--- src/rtl/spi_st_master_pkg.sv ---
// spi_st_master_pkg: shared types and constants for the SPI stream master.
// Holds the FSM state enum, byte width and default timing values.
package spi_st_master_pkg;

  localparam int SPI_BYTE_BITS = 8;
  localparam int DIV_W         = 8;
  localparam int DEF_CLK_DIV   = 4;
  localparam int DEF_NSS_SETUP = 2;

  typedef enum logic [2:0] {
    IDLE,
    SETUP,
    SHIFT,
    NEXT,
    HOLD
  } state_t;

endpackage

--- src/rtl/spi_st_master_if.sv ---
// spi_st_master_if: Avalon-ST sink (bytes to send) and source (bytes received).
// Modports: master = stream producer/consumer side, slave = the SPI master block.
interface spi_st_master_if;
  import spi_st_master_pkg::*;

  logic [SPI_BYTE_BITS-1:0] stsinkdata;
  logic                     stsinkvalid;
  logic                     stsinkready;
  logic [SPI_BYTE_BITS-1:0] stsourcedata;
  logic                     stsourcevalid;
  logic                     stsourceready;

  modport master (
    output stsinkdata,
    output stsinkvalid,
    input  stsinkready,
    input  stsourcedata,
    input  stsourcevalid,
    output stsourceready
  );

  modport slave (
    input  stsinkdata,
    input  stsinkvalid,
    output stsinkready,
    output stsourcedata,
    output stsourcevalid,
    input  stsourceready
  );

endinterface

--- src/rtl/spi_st_master_clk_gen.sv ---
// spi_clk_gen: sclk divider; sclk toggles every CLK_DIV clk cycles while run=1.
// Ports: clk, nreset, run in; sclk, rise, fall out (strobes precede the edge).
module spi_clk_gen
  import spi_st_master_pkg::*;
#(
  parameter int CLK_DIV = DEF_CLK_DIV
) (
  input  logic clk,
  input  logic nreset,
  input  logic run,
  output logic sclk,
  output logic rise,
  output logic fall
);

  logic [DIV_W-1:0] div_cnt;
  logic             tick;

  assign tick = (div_cnt == DIV_W'(CLK_DIV - 1));
  assign rise = run && tick && !sclk;
  assign fall = run && tick && sclk;

  always_ff @(posedge clk or negedge nreset) begin
    if (!nreset) begin
      div_cnt <= '0;
      sclk    <= 1'b0;
    end else if (!run) begin
      div_cnt <= '0;
      sclk    <= 1'b0;
    end else if (tick) begin
      div_cnt <= '0;
      sclk    <= ~sclk;
    end else begin
      div_cnt <= div_cnt + 1'b1;
    end
  end

endmodule

--- src/rtl/spi_st_master.sv ---
// spi_st_master: SPI mode-0 master moving Avalon-ST bytes over SPI, bursts keep nss low.
// Ports: clk, nreset, st (sink/source), sclk, mosi, nss, miso, busy. RX path: SPI_ST_MASTER_RX_EN.
module spi_st_master
  import spi_st_master_pkg::*;
#(
  parameter int CLK_DIV   = DEF_CLK_DIV,
  parameter int NSS_SETUP = DEF_NSS_SETUP
) (
  input  logic           clk,
  input  logic           nreset,
  spi_st_master_if.slave st,
  output logic           sclk,
  output logic           mosi,
  output logic           nss,
  input  logic           miso,
  output logic           busy
);

  localparam logic [7:0] CNT_LAST = 8'(NSS_SETUP - 1);
  localparam logic [2:0] BIT_LAST = 3'(SPI_BYTE_BITS - 1);

  state_t state, state_nx;

  logic [7:0]               cnt;
  logic [2:0]               bit_cnt;
  logic [SPI_BYTE_BITS-1:0] tx_sh;
  logic                     rdy_en;
  logic                     sink_ready;
  logic                     sink_beat;
  logic                     rise, fall;
  logic                     last_fall;
  logic                     cnt_done;
  logic                     stall;

  spi_clk_gen #(
    .CLK_DIV(CLK_DIV)
  ) u_clk_gen (
    .clk   (clk),
    .nreset(nreset),
    .run   (state == SHIFT),
    .sclk  (sclk),
    .rise  (rise),
    .fall  (fall)
  );

  assign sink_beat = st.stsinkvalid && sink_ready;
  assign last_fall = fall && (bit_cnt == BIT_LAST);
  assign cnt_done  = (cnt >= CNT_LAST);
  assign busy      = (state != IDLE);
  assign st.stsinkready = sink_ready;

  always_ff @(posedge clk or negedge nreset) begin
    if (!nreset) state <= IDLE;
    else         state <= state_nx;
  end

  always_comb begin
    state_nx = state;
    unique case (state)
      IDLE:  if (sink_beat) state_nx = SETUP;
      SETUP: if (cnt_done) state_nx = SHIFT;
      SHIFT: if (last_fall) state_nx = NEXT;
      NEXT:  if (!stall) state_nx = sink_beat ? SHIFT : HOLD;
      HOLD:  if (cnt_done) state_nx = IDLE;
      default: state_nx = IDLE;
    endcase
  end

  always_comb begin
    nss        = 1'b0;
    sink_ready = 1'b0;
    unique case (state)
      IDLE: begin
        nss        = 1'b1;
        sink_ready = rdy_en;
      end
      NEXT:    sink_ready = rdy_en && !stall;
      default: ;
    endcase
  end

  // ready stays low until the first edge after reset release
  always_ff @(posedge clk or negedge nreset) begin
    if (!nreset) rdy_en <= 1'b0;
    else         rdy_en <= 1'b1;
  end

  // The NEXT cycle counts toward the trailing nss hold, so HOLD
  // starts at 1 and nss rises NSS_SETUP cycles after the last edge.
  always_ff @(posedge clk or negedge nreset) begin
    if (!nreset) begin
      cnt <= '0;
    end else if (state_nx != state) begin
      cnt <= (state_nx == HOLD) ? 8'd1 : 8'd0;
    end else if (state == SETUP || state == HOLD) begin
      cnt <= cnt + 8'd1;
    end
  end

  always_ff @(posedge clk or negedge nreset) begin
    if (!nreset) begin
      tx_sh   <= '0;
      mosi    <= 1'b0;
      bit_cnt <= '0;
    end else if (sink_beat) begin
      tx_sh   <= st.stsinkdata;
      mosi    <= st.stsinkdata[SPI_BYTE_BITS-1];
      bit_cnt <= '0;
    end else if (fall) begin
      tx_sh   <= {tx_sh[SPI_BYTE_BITS-2:0], 1'b0};
      mosi    <= tx_sh[SPI_BYTE_BITS-2];
      bit_cnt <= bit_cnt + 3'd1;
    end
  end

`ifdef SPI_ST_MASTER_RX_EN
  logic [SPI_BYTE_BITS-1:0] rx_sh;
  logic [SPI_BYTE_BITS-1:0] src_data;
  logic                     src_valid;

  always_ff @(posedge clk or negedge nreset) begin
    if (!nreset) begin
      rx_sh     <= '0;
      src_data  <= '0;
      src_valid <= 1'b0;
    end else begin
      if (rise) rx_sh <= {rx_sh[SPI_BYTE_BITS-2:0], miso};
      if (last_fall) begin
        src_data  <= rx_sh;
        src_valid <= 1'b1;
      end else if (src_valid && st.stsourceready) begin
        src_valid <= 1'b0;
      end
    end
  end

  assign st.stsourcedata  = src_data;
  assign st.stsourcevalid = src_valid;
  assign stall = src_valid && !st.stsourceready;
`else
  logic unused_rx;

  assign unused_rx = miso ^ rise ^ st.stsourceready;
  assign st.stsourcedata  = '0;
  assign st.stsourcevalid = 1'b0;
  assign stall = 1'b0;
`endif

endmodule

--- src/flat_wrapper.sv ---
// flat-port wrapper written by rule: the top's interface ports become plain ports
module spi_st_master_flat import spi_st_master_pkg::*;
#(
  parameter int CLK_DIV   = DEF_CLK_DIV,
  parameter int NSS_SETUP = DEF_NSS_SETUP
)
  (clk, nreset, sclk, mosi, nss, miso, busy, st_stsinkdata, st_stsinkvalid, st_stsinkready, st_stsourcedata, st_stsourcevalid, st_stsourceready);
  spi_st_master_if st_i ();
  input  logic clk;
  input  logic nreset;
  output logic sclk;
  output logic mosi;
  output logic nss;
  input  logic miso;
  output logic busy;
  input wire logic [$bits(st_i.stsinkdata)-1:0] st_stsinkdata;
  input wire logic [$bits(st_i.stsinkvalid)-1:0] st_stsinkvalid;
  output wire logic [$bits(st_i.stsinkready)-1:0] st_stsinkready;
  output wire logic [$bits(st_i.stsourcedata)-1:0] st_stsourcedata;
  output wire logic [$bits(st_i.stsourcevalid)-1:0] st_stsourcevalid;
  input wire logic [$bits(st_i.stsourceready)-1:0] st_stsourceready;
  assign st_i.stsinkdata = st_stsinkdata;
  assign st_i.stsinkvalid = st_stsinkvalid;
  assign st_stsinkready = st_i.stsinkready;
  assign st_stsourcedata = st_i.stsourcedata;
  assign st_stsourcevalid = st_i.stsourcevalid;
  assign st_i.stsourceready = st_stsourceready;
  spi_st_master #(.CLK_DIV(CLK_DIV), .NSS_SETUP(NSS_SETUP)) u_core (.clk(clk), .nreset(nreset), .st(st_i), .sclk(sclk), .mosi(mosi), .nss(nss), .miso(miso), .busy(busy));
endmodule
--- config.mk ---
export PLATFORM = sky130hd
export DESIGN_NAME = spi_st_master_flat
export DESIGN_NICKNAME = d
export VERILOG_FILES = /design/src/rtl/spi_st_master_pkg.sv /design/src/rtl/spi_st_master_if.sv /design/src/rtl/spi_st_master_clk_gen.sv /design/src/rtl/spi_st_master.sv /design/src/flat_wrapper.sv
export SDC_FILE = /design/constraint.sdc
export NUM_CORES = 1
export LEC_CHECK = 0
export BUFFER_PORTS_ARGS = -buffer_cell sky130_fd_sc_hd__buf_2
export CORE_MARGIN = 1.5
export CORE_UTILIZATION = 45
export CTS_BUF_LIST = sky130_fd_sc_hd__clkbuf_16
export CTS_CLUSTER_SIZE = 12
export DETAILED_ROUTE_END_ITERATION = 8
export PLACE_DENSITY = 0.66
export SLEW_MARGIN = 20
export SYNTH_ARGS = -nofsm -noshare
export SYNTH_HDL_FRONTEND = slang
export SYNTH_HIERARCHICAL = 1
export SYNTH_SLANG_ARGS = --single-unit
export TNS_END_PERCENT = 50
--- constraint.sdc ---
create_clock -name clk -period 8 [get_ports clk]
set_input_delay 0 -clock clk [delete_from_list [all_inputs] [get_ports clk]]
set_output_delay 0 -clock clk [all_outputs]
set_load 0.005 [all_outputs]
# After elaboration in Yosys (flattened, before gate mapping)
# Cells that the tools add are included.
[totals] input_bits=13 output_inout_bits=14 word_cells=53 reg_bits=32
[op_classes] add_sub_neg=3 eq_ne=9 n_mux=21 n_lt_le_gt_ge=1 n_reduce_logical=10 n_bitwise=1
[ops] operator="8-bit two-way mux" count=4
[ops] operator="3-bit two-way mux" count=7
[ops] operator="8-bit by 1-bit adder with 8-bit output, second input constant" count=2
[ops] operator="3-bit one-hot mux with 5 select lines" count=1
[ops] operator="7-bit two-way mux" count=2
[ops] operator="3-bit == test, second input constant" count=3
[ops] operator="8-bit by 2-bit == test with 1-bit output, second input constant" count=1
[ops] operator="8-bit by 1-bit >= comparator with 1-bit output, second input constant" count=1
[ops] operator="1-bit two-way mux" count=7
[ops] operator="3-bit by 2-bit == test with 1-bit output, second input constant" count=2
[ops] operator="1-bit logical AND" count=4
[ops] operator="2-bit nonzero test" count=2
[ops] operator="3-bit by 1-bit adder with 3-bit output, second input constant" count=1
[ops] operator="3-bit by 1-bit == test with 1-bit output, second input constant" count=1
[ops] operator="3-bit logical NOT" count=1
[ops] operator="3-bit inequality test" count=1
[ops] operator="3-bit nonzero test" count=1
[ops] operator="2-bit by 1-bit inequality test with 1-bit output, second input constant" count=1
[ops] operator="2-bit OR reduction" count=1
[ops] operator="1-bit logical OR" count=1
[ops] operator="1-bit NOT" count=1

# Depth between registers and ports, before layout
# Gate-level depths: netlist of run 1.
[depth] depth_word=9 depth_mapped=7 depth_no_buf=6

# Modules after synthesis
# The synthesis of run 1 kept the hierarchy.
[by_module_without_submodules] mod="spi_st_master" n_inst=1 cells_each=133 area_per_inst_um2=1308.8
[by_module_without_submodules] mod="spi_clk_gen" n_inst=1 cells_each=45 area_per_inst_um2=437.9

# Worst setup path before layout of run 1
# Ideal clock, no wire load.
[synth_timing] path_type="flip-flop to flip-flop" start="reg u_core.u_clk_gen.div_cnt[0]" end="reg u_core.cnt[0]" setup_time_ps=153 t_arrival_ps=2451 path_slack_ps=5396 synth_period_minus_slack_ps=2604 path_stages_with_launch=7 cell_sequence="dfrtp_1 ha_1 or4b_4 nor4_1 nand2_1 a222oi_1 o21ai_1"
[synth_between] elab_chain_cells=9 word_cells_on_any_way=11 cone_classes="eq/ne: 3; mux: 4; reduce/logical: 4"
[synth_rtl] item="start: declaration" line="spi_st_master_clk_gen.sv:16" text="logic [DIV_W-1:0] div_cnt;"
[synth_rtl] item="start signal: assignment" line="spi_st_master_clk_gen.sv:34" text="div_cnt <= div_cnt + 1'b1;"
[synth_rtl] item="8-bit by 2-bit == test with 1-bit output (*)" line="spi_st_master_clk_gen.sv:19" text="assign tick = (div_cnt == DIV_W'(CLK_DIV - 1));"
[synth_rtl] item="1-bit logical AND (*) (2 in a row)" line="spi_st_master_clk_gen.sv:21" text="assign fall = run && tick && sclk;"
[synth_rtl] item="net u_core.fall" line="spi_st_master.sv:30" text="logic rise, fall;"
[synth_rtl] item="1-bit logical AND (*)" line="spi_st_master.sv:47" text="assign last_fall = fall && (bit_cnt == BIT_LAST);"
[synth_rtl] item="3-bit two-way mux (*)" line="spi_st_master.sv:62" text="SHIFT: if (last_fall) state_nx = NEXT;"
[synth_rtl] item="3-bit one-hot mux with 5 select lines (*)" line="spi_st_master.sv:59" text="unique case (state)"
[synth_rtl] item="3-bit == test" line="spi_st_master.sv:94" text="cnt <= (state_nx == HOLD) ? 8'd1 : 8'd0;"
[synth_rtl] item="1-bit two-way mux" line="spi_st_master.sv:94"
[synth_rtl] item="8-bit two-way mux" line="spi_st_master.sv:93" text="end else if (state_nx != state) begin"
[synth_rtl] item="end signal: assignment" line="spi_st_master.sv:94"
[synth_rtl] item="end signal: assignment" line="spi_st_master.sv:96" text="cnt <= cnt + 8'd1;"
[synth_rtl] item="end: declaration" line="spi_st_master.sv:24" text="logic [7:0] cnt;"
# The timed path passes the listed nets; every way through them passes the cells marked *.
# A chain may end at the register's enable or synchronous reset.

# Worst setup path in the final report of run 1
[layout_timing] start="reg u_core.state[1]" end="reg u_core.cnt[7]"
[layout_between] elab_chain_cells=8 word_cells_on_any_way=21 cone_classes="eq/ne: 5; mux: 8; reduce/logical: 8"
[layout_rtl] item="start: declaration" line="spi_st_master.sv:22" text="state_t state, state_nx;"
[layout_rtl] item="start signal: assignment" line="spi_st_master.sv:54" text="else state <= state_nx;"
[layout_rtl] item="3-bit by 2-bit == test with 1-bit output (*)" line="spi_st_master.sv:40" text=".run (state == SHIFT),"
[layout_rtl] item="1-bit logical AND (*) (2 in a row)" line="spi_st_master_clk_gen.sv:21"
[layout_rtl] item="net u_core.fall" line="spi_st_master.sv:30"
[layout_rtl] item="1-bit logical AND (*)" line="spi_st_master.sv:47"
[layout_rtl] item="3-bit two-way mux (*)" line="spi_st_master.sv:62"
[layout_rtl] item="3-bit one-hot mux with 5 select lines (*)" line="spi_st_master.sv:59"
[layout_rtl] item="3-bit inequality test (*)" line="spi_st_master.sv:93"
[layout_rtl] item="8-bit two-way mux / 2-bit nonzero test (equally long branches)"
# Marked as above.

==> impl_metrics.toml, run 1 <==
[setup_path]
crit_fanout = 16
worst-path-stages = 8
r2r_cells = 8
slowest_stage = "a222oi_1"
crit_required_ns = 8.16
cp.arrival_ns = 3.09
cp_num_buf_inv = 3
critPathKind = "reg -> reg"
crit_family = "simple AND/OR/NAND/NOR gates"
cp-start-kind = "flip-flop"
end_kind = "flip-flop"
crit_chain = "nor3b_1, inv_1, nor4_2, buf_4, nand2_1, a222oi_1, clkbuf_2, nor2_1"
cp_slowest_stage_delay_ns = 0.63

[synthesis]
synth_warnings = 6
syn_avg_cell_area_um2 = 9.83
synthesis.area_mm2 = 0.00174
synthCells = 177

[placement]
dp_cells = 235
pre_cts_slack_ns = 4.93
dp_hpwl_um = 2100
place_congestion = 0.786
portBuffers = 15

[finish]
fill_cells = 355
final_common_cell = "dfrtp_1"
fin_cells = 252
fin_nets = 224
utilization_pct = 55.5
final_cell_mix = "dfrtp_1 (32), nor2_1 (25), buf_2 (15), a21oi_1 (12)"
area_growth_pct = 17.5
antenna_cells = 0
drive_above_1_share_pct = 13.2

[floorplanning]
core-area_mm2 = 0.00369
die_w_um = 65.2
start_util_pct = 47.2
rows = 22
die_h_um = 65.2
num_io_pins = 27
dieArea_mm2 = 0.00425

[grt]
grt_pass1_vias = 1276
grt_overflow = 0
antenna_found_initial = 0
grt_pass1_wl_um = 5490
grt_max_degree = 33
track_usage_pct = 17.1

[power_and_ir_drop]
powerDensity_mw_per_mm2 = 287
p_leak_nw = 0.883
peakVddDrop_uv = 152
power_w = 0.000586

[timing]
worst_slack_ns = 5.06
fin_crit_sh_pct = 36.7
max_freq_mhz = 341
hold_viol = 0
clock_skew_ns = 0.00359
finalSetupTns_ns = 0
worst_pin_slew_ns = 0.711
setup_viol = 0
final_max_slew_viol_count = 0
relSlewSlack_pct = 52.6
grt_setup_unrepaired = "no"
period_needed_ns = 2.94

[clock_network]
htreeDepth = 2
clockBufferDepth = 2
clkSlewWorstSetupHoldPaths_ns = 0.05
cts_tree = "yes"
root_buffer = "clkbuf_16"
numCtsBuffers = 5
clk_latency_ns = 0.27
cts_resized = 0
cts.sinks = 32

[detailed_routing]
drt-initial-drc-count = 56
detail_route.vias_per_cell = 5.04
ant_nets = 0
drt-pass1-iter-count = 4
drc = 0
post_drt_wl_per_cell_um = 12.5
via_count = 1271
finalWirelength_um = 3140

[flow_run]
cap_violations = 0

[outcome]
status = "complete, no violations"

[hold_path]
hold_path.class = "in -> reg"
hold-path-cell-count = 3
==> sequential cells by signal, indices dropped and copies added (netlist names) <==
signal                    count
u_core/u_clk_gen/div_cnt      8
u_core/tx_sh                  7
u_core/u_clk_gen/sclk         1
u_core/bit_cnt                3
u_core/mosi                   1
u_core/cnt                    8
u_core/state                  3
u_core/rdy_en                 1
==> where the power goes <==
part	internal, W	total [W]	switching [W]
Combinational	0.0000799	0.000177	0.0000973
Sequential	0.000195	0.000237	0.0000418
Clock	0.000111	0.000172	0.0000615
Total	0.000386	0.000586	0.000201
==> cell type report <==
class | instances | area (um2) | area share (%)
sequential | 32 | 801 | 39.1
clock buffer | 5 | 125 | 6.12
tap | 48 | 60.1 | 2.94
clock inverter | 2 | 7.51 | 0.367
timing repair buffer | 26 | 178 | 8.69
inverter | 8 | 30.0 | 1.47
multi-input combinational | 131 | 845 | 41.3
==> worst reg2reg max path: cells and delay by family (launching register included) <==
family	cells	cell delay [ns]
DFF	1	0.62
buffers and inverters	3	0.71
AOI/OAI and AO/OA	1	0.63
and+or+nand+nor	4	0.86
==> repair_timing <==
item	4_1_cts	5_1_grt
hold buffers	9	0
hold endpoints to repair	40	0
buffers inserted	0	0
==> through the flow <==
stage / hold WS (ns) / cell area (um2)
2_1_floorplan: -0.296 / 1770
3_3_place_gp: 0.0910 / 1820
3_5_place_dp: 0.105 / 1820
4_1_cts: 0.138 / 2040
5_1_grt: 0.183 / 2050
6_report: 0.143 / 2050
==> per-layer routing <==
layer	wire length [um]	track usage [%]
met4	18	8.33
met2	1560	28.2
met1	1450	19.8
met3	114	5.82
met5	0	0
==> worst paths after layout <==
kind | start | to | slack (ns)
max in group asynchronous | nreset | u_core/tx_sh[0] | 7.22
max reg2reg | u_core/state[1] | u_core/cnt[7] | 5.06
min in group asynchronous | nreset | u_core/cnt[5] | 0.32
min reg2reg | u_core/tx_sh[0] | u_core/tx_sh[0] | 0.51
min | st_stsinkvalid | u_core/bit_cnt[0] | 0.14
max | u_core/state[1] | u_core/cnt[7] | 5.06
Power figures use the tool's default switching activity.
==> run 2, diff against run 1 <==
==> constraint.sdc (replaced) <==
create_clock -name clk -period 3 [get_ports clk]
set_input_delay 0 -clock clk [delete_from_list [all_inputs] [get_ports clk]]
set_output_delay 0 -clock clk [all_outputs]
set_load 0.005 [all_outputs]
==> impl_metrics.toml, run 2 (same netlist as run 1, synthesis figures left out) <==
[floorplanning]
dieArea_mm2 = 0.00425
rows = 22
num_io_pins = 27
start_util_pct = 47.2
die_w_um = 65.2
core-area_mm2 = 0.00369
die_h_um = 65.2

[timing]
fin_crit_sh_pct = 76.0
max_freq_mhz = 438
hold_viol = 0
worst_pin_slew_ns = 0.713
worst_hold_slack_ns = 0.00294
grt_setup_unrepaired = "no"
worst_slack_ns = 0.719
relSlewSlack_pct = 52.5
final_max_slew_viol_count = 0
period_needed_ns = 2.28
finalSetupTns_ns = 0
setup_viol = 0
clock_skew_ns = 0.00325

[detailed_routing]
post_drt_wl_per_cell_um = 12.1
drt-initial-drc-count = 53
via_count = 1304
drt-pass1-iter-count = 4
ant_nets = 0
detail_route.vias_per_cell = 5.17
finalWirelength_um = 3060
drc = 0

[clock_network]
clk_latency_ns = 0.27
clockBufferDepth = 2
clkSlewWorstSetupHoldPaths_ns = 0.05
root_buffer = "clkbuf_16"
cts_tree = "yes"
numCtsBuffers = 5
cts.sinks = 32
htreeDepth = 2

[grt]
met3_usage_pct = 3.60
antenna_found_initial = 0
grt_pass1_wl_um = 5450
busiest_layer = "met2"
grt_overflow = 0
grt_use_met1_pct = 20.0
track_usage_pct = 16.5
globalRouteMet2Util_pct = 28.4
grt_max_degree = 33
grt_pass1_vias = 1257

[setup_path]
crit_required_ns = 3.15
end_kind = "flip-flop"
cp.arrival_ns = 2.43
critPathKind = "reg -> reg"
crit_fanout = 10
cp-start-kind = "flip-flop"

[finish]
final_cell_mix = "dfrtp_1 (32), nor2_1 (25), buf_2 (15), a21oi_1 (12)"
antenna_cells = 0
fin_cells = 252
fill_cells = 349
largest_registers = "u_core/cnt: 8 flops, u_core/u_clk_gen/div_cnt: 8 flops, u_core/tx_sh: 7 flops"
final_common_cell = "dfrtp_1"
area_growth_pct = 17.2
seqCellArea_um2 = 801
fin_nets = 223
multi_input_area_um2 = 845
drive_above_1_share_pct = 13.7

[placement]
dp_hpwl_um = 2130
dp_cells = 237
pre_cts_slack_ns = 0.729
portBuffers = 15
place_congestion = 0.775

[power_and_ir_drop]
powerDensity_mw_per_mm2 = 769
p_leak_nw = 0.890
peakVddDrop_uv = 364
power_w = 0.00157

[outcome]
status = "complete, no violations"

[flow_run]
cap_violations = 0

[hold_path]
hold_path.class = "in -> reg"
run 2: cell count changes in the layout (fill, tap and decap cells not counted), sizes merged:
cell         before  now
clkbuf            6    5
inv               8   10
clkinv            2    1
dlygate4sd3       9    7
buf              16   18
run 2: worst max-delay path, stage by stage, from the launching register on:
cell      delay (ns)
dfrtp_1         0.53
nor3b_1         0.40
inv_1           0.17
nor4_2          0.34
nand2_1         0.10
a222oi_1        0.34
buf_4           0.21
o21ai_1         0.08
run 2: layout make-up:
class                   instances  share of cell area [%]
clock buffers                   5                    6.13
flip-flops and latches         32                    39.3
repair buffers                 25                    8.22
multi-input cells             131                    41.4
well taps                      48                    2.94
inverters                       8                    1.47
clock inverters                 3                   0.552
run 2: final timing paths:
path                                        startpoint                           to  slack [ns]  cells past startpoint
setup / recovery                       u_core/state[0]                u_core/cnt[0]        0.72                      7
hold / removal                        st_stsinkdata[6]              u_core/tx_sh[6]       0.003                      3
setup reg to reg                       u_core/state[0]                u_core/cnt[0]        0.72                      7
max in group asynchronous                       nreset              u_core/tx_sh[1]        2.22                      2
hold reg to reg            u_core/u_clk_gen/div_cnt[0]  u_core/u_clk_gen/div_cnt[0]        0.51                      1
min in group asynchronous                       nreset                u_core/cnt[6]        0.33                      2
run 2: power by group:
group          switching [W]  internal [W]  leakage [nW]  total (W)
Combinational       0.000275      0.000226         0.400   0.000501
Clock               0.000157      0.000297        0.0738   0.000454
Sequential         0.0000928      0.000520         0.416   0.000613
Total               0.000525       0.00104         0.890    0.00157
run 2: per-stage QoR:
| stage | instance area, um2 | util, % |
|---|---|---|
| CTS | 2040 | 55.3 |
| floorplan | 1770 | - |
| global placement | 1830 | 49.7 |
| global route | 2040 | 55.3 |
| detailed placement | 1830 | 49.7 |
| finish | 2040 | 55.3 |
run 2: repair_timing:
action                                 CTS  global route
buffers inserted                         0             0
hold buffers                             7             0
endpoints found under the hold margin   38             0
setup endpoints to repair                0             0
resized for setup                        0             0
run 2: per-layer routing:
layer | wire length, um | vias to the layer above
li1 | - | 635
met2 | 1480 | 21
met4 | 40 | 0
met5 | 0 | -
met3 | 94 | 5
met1 | 1440 | 643
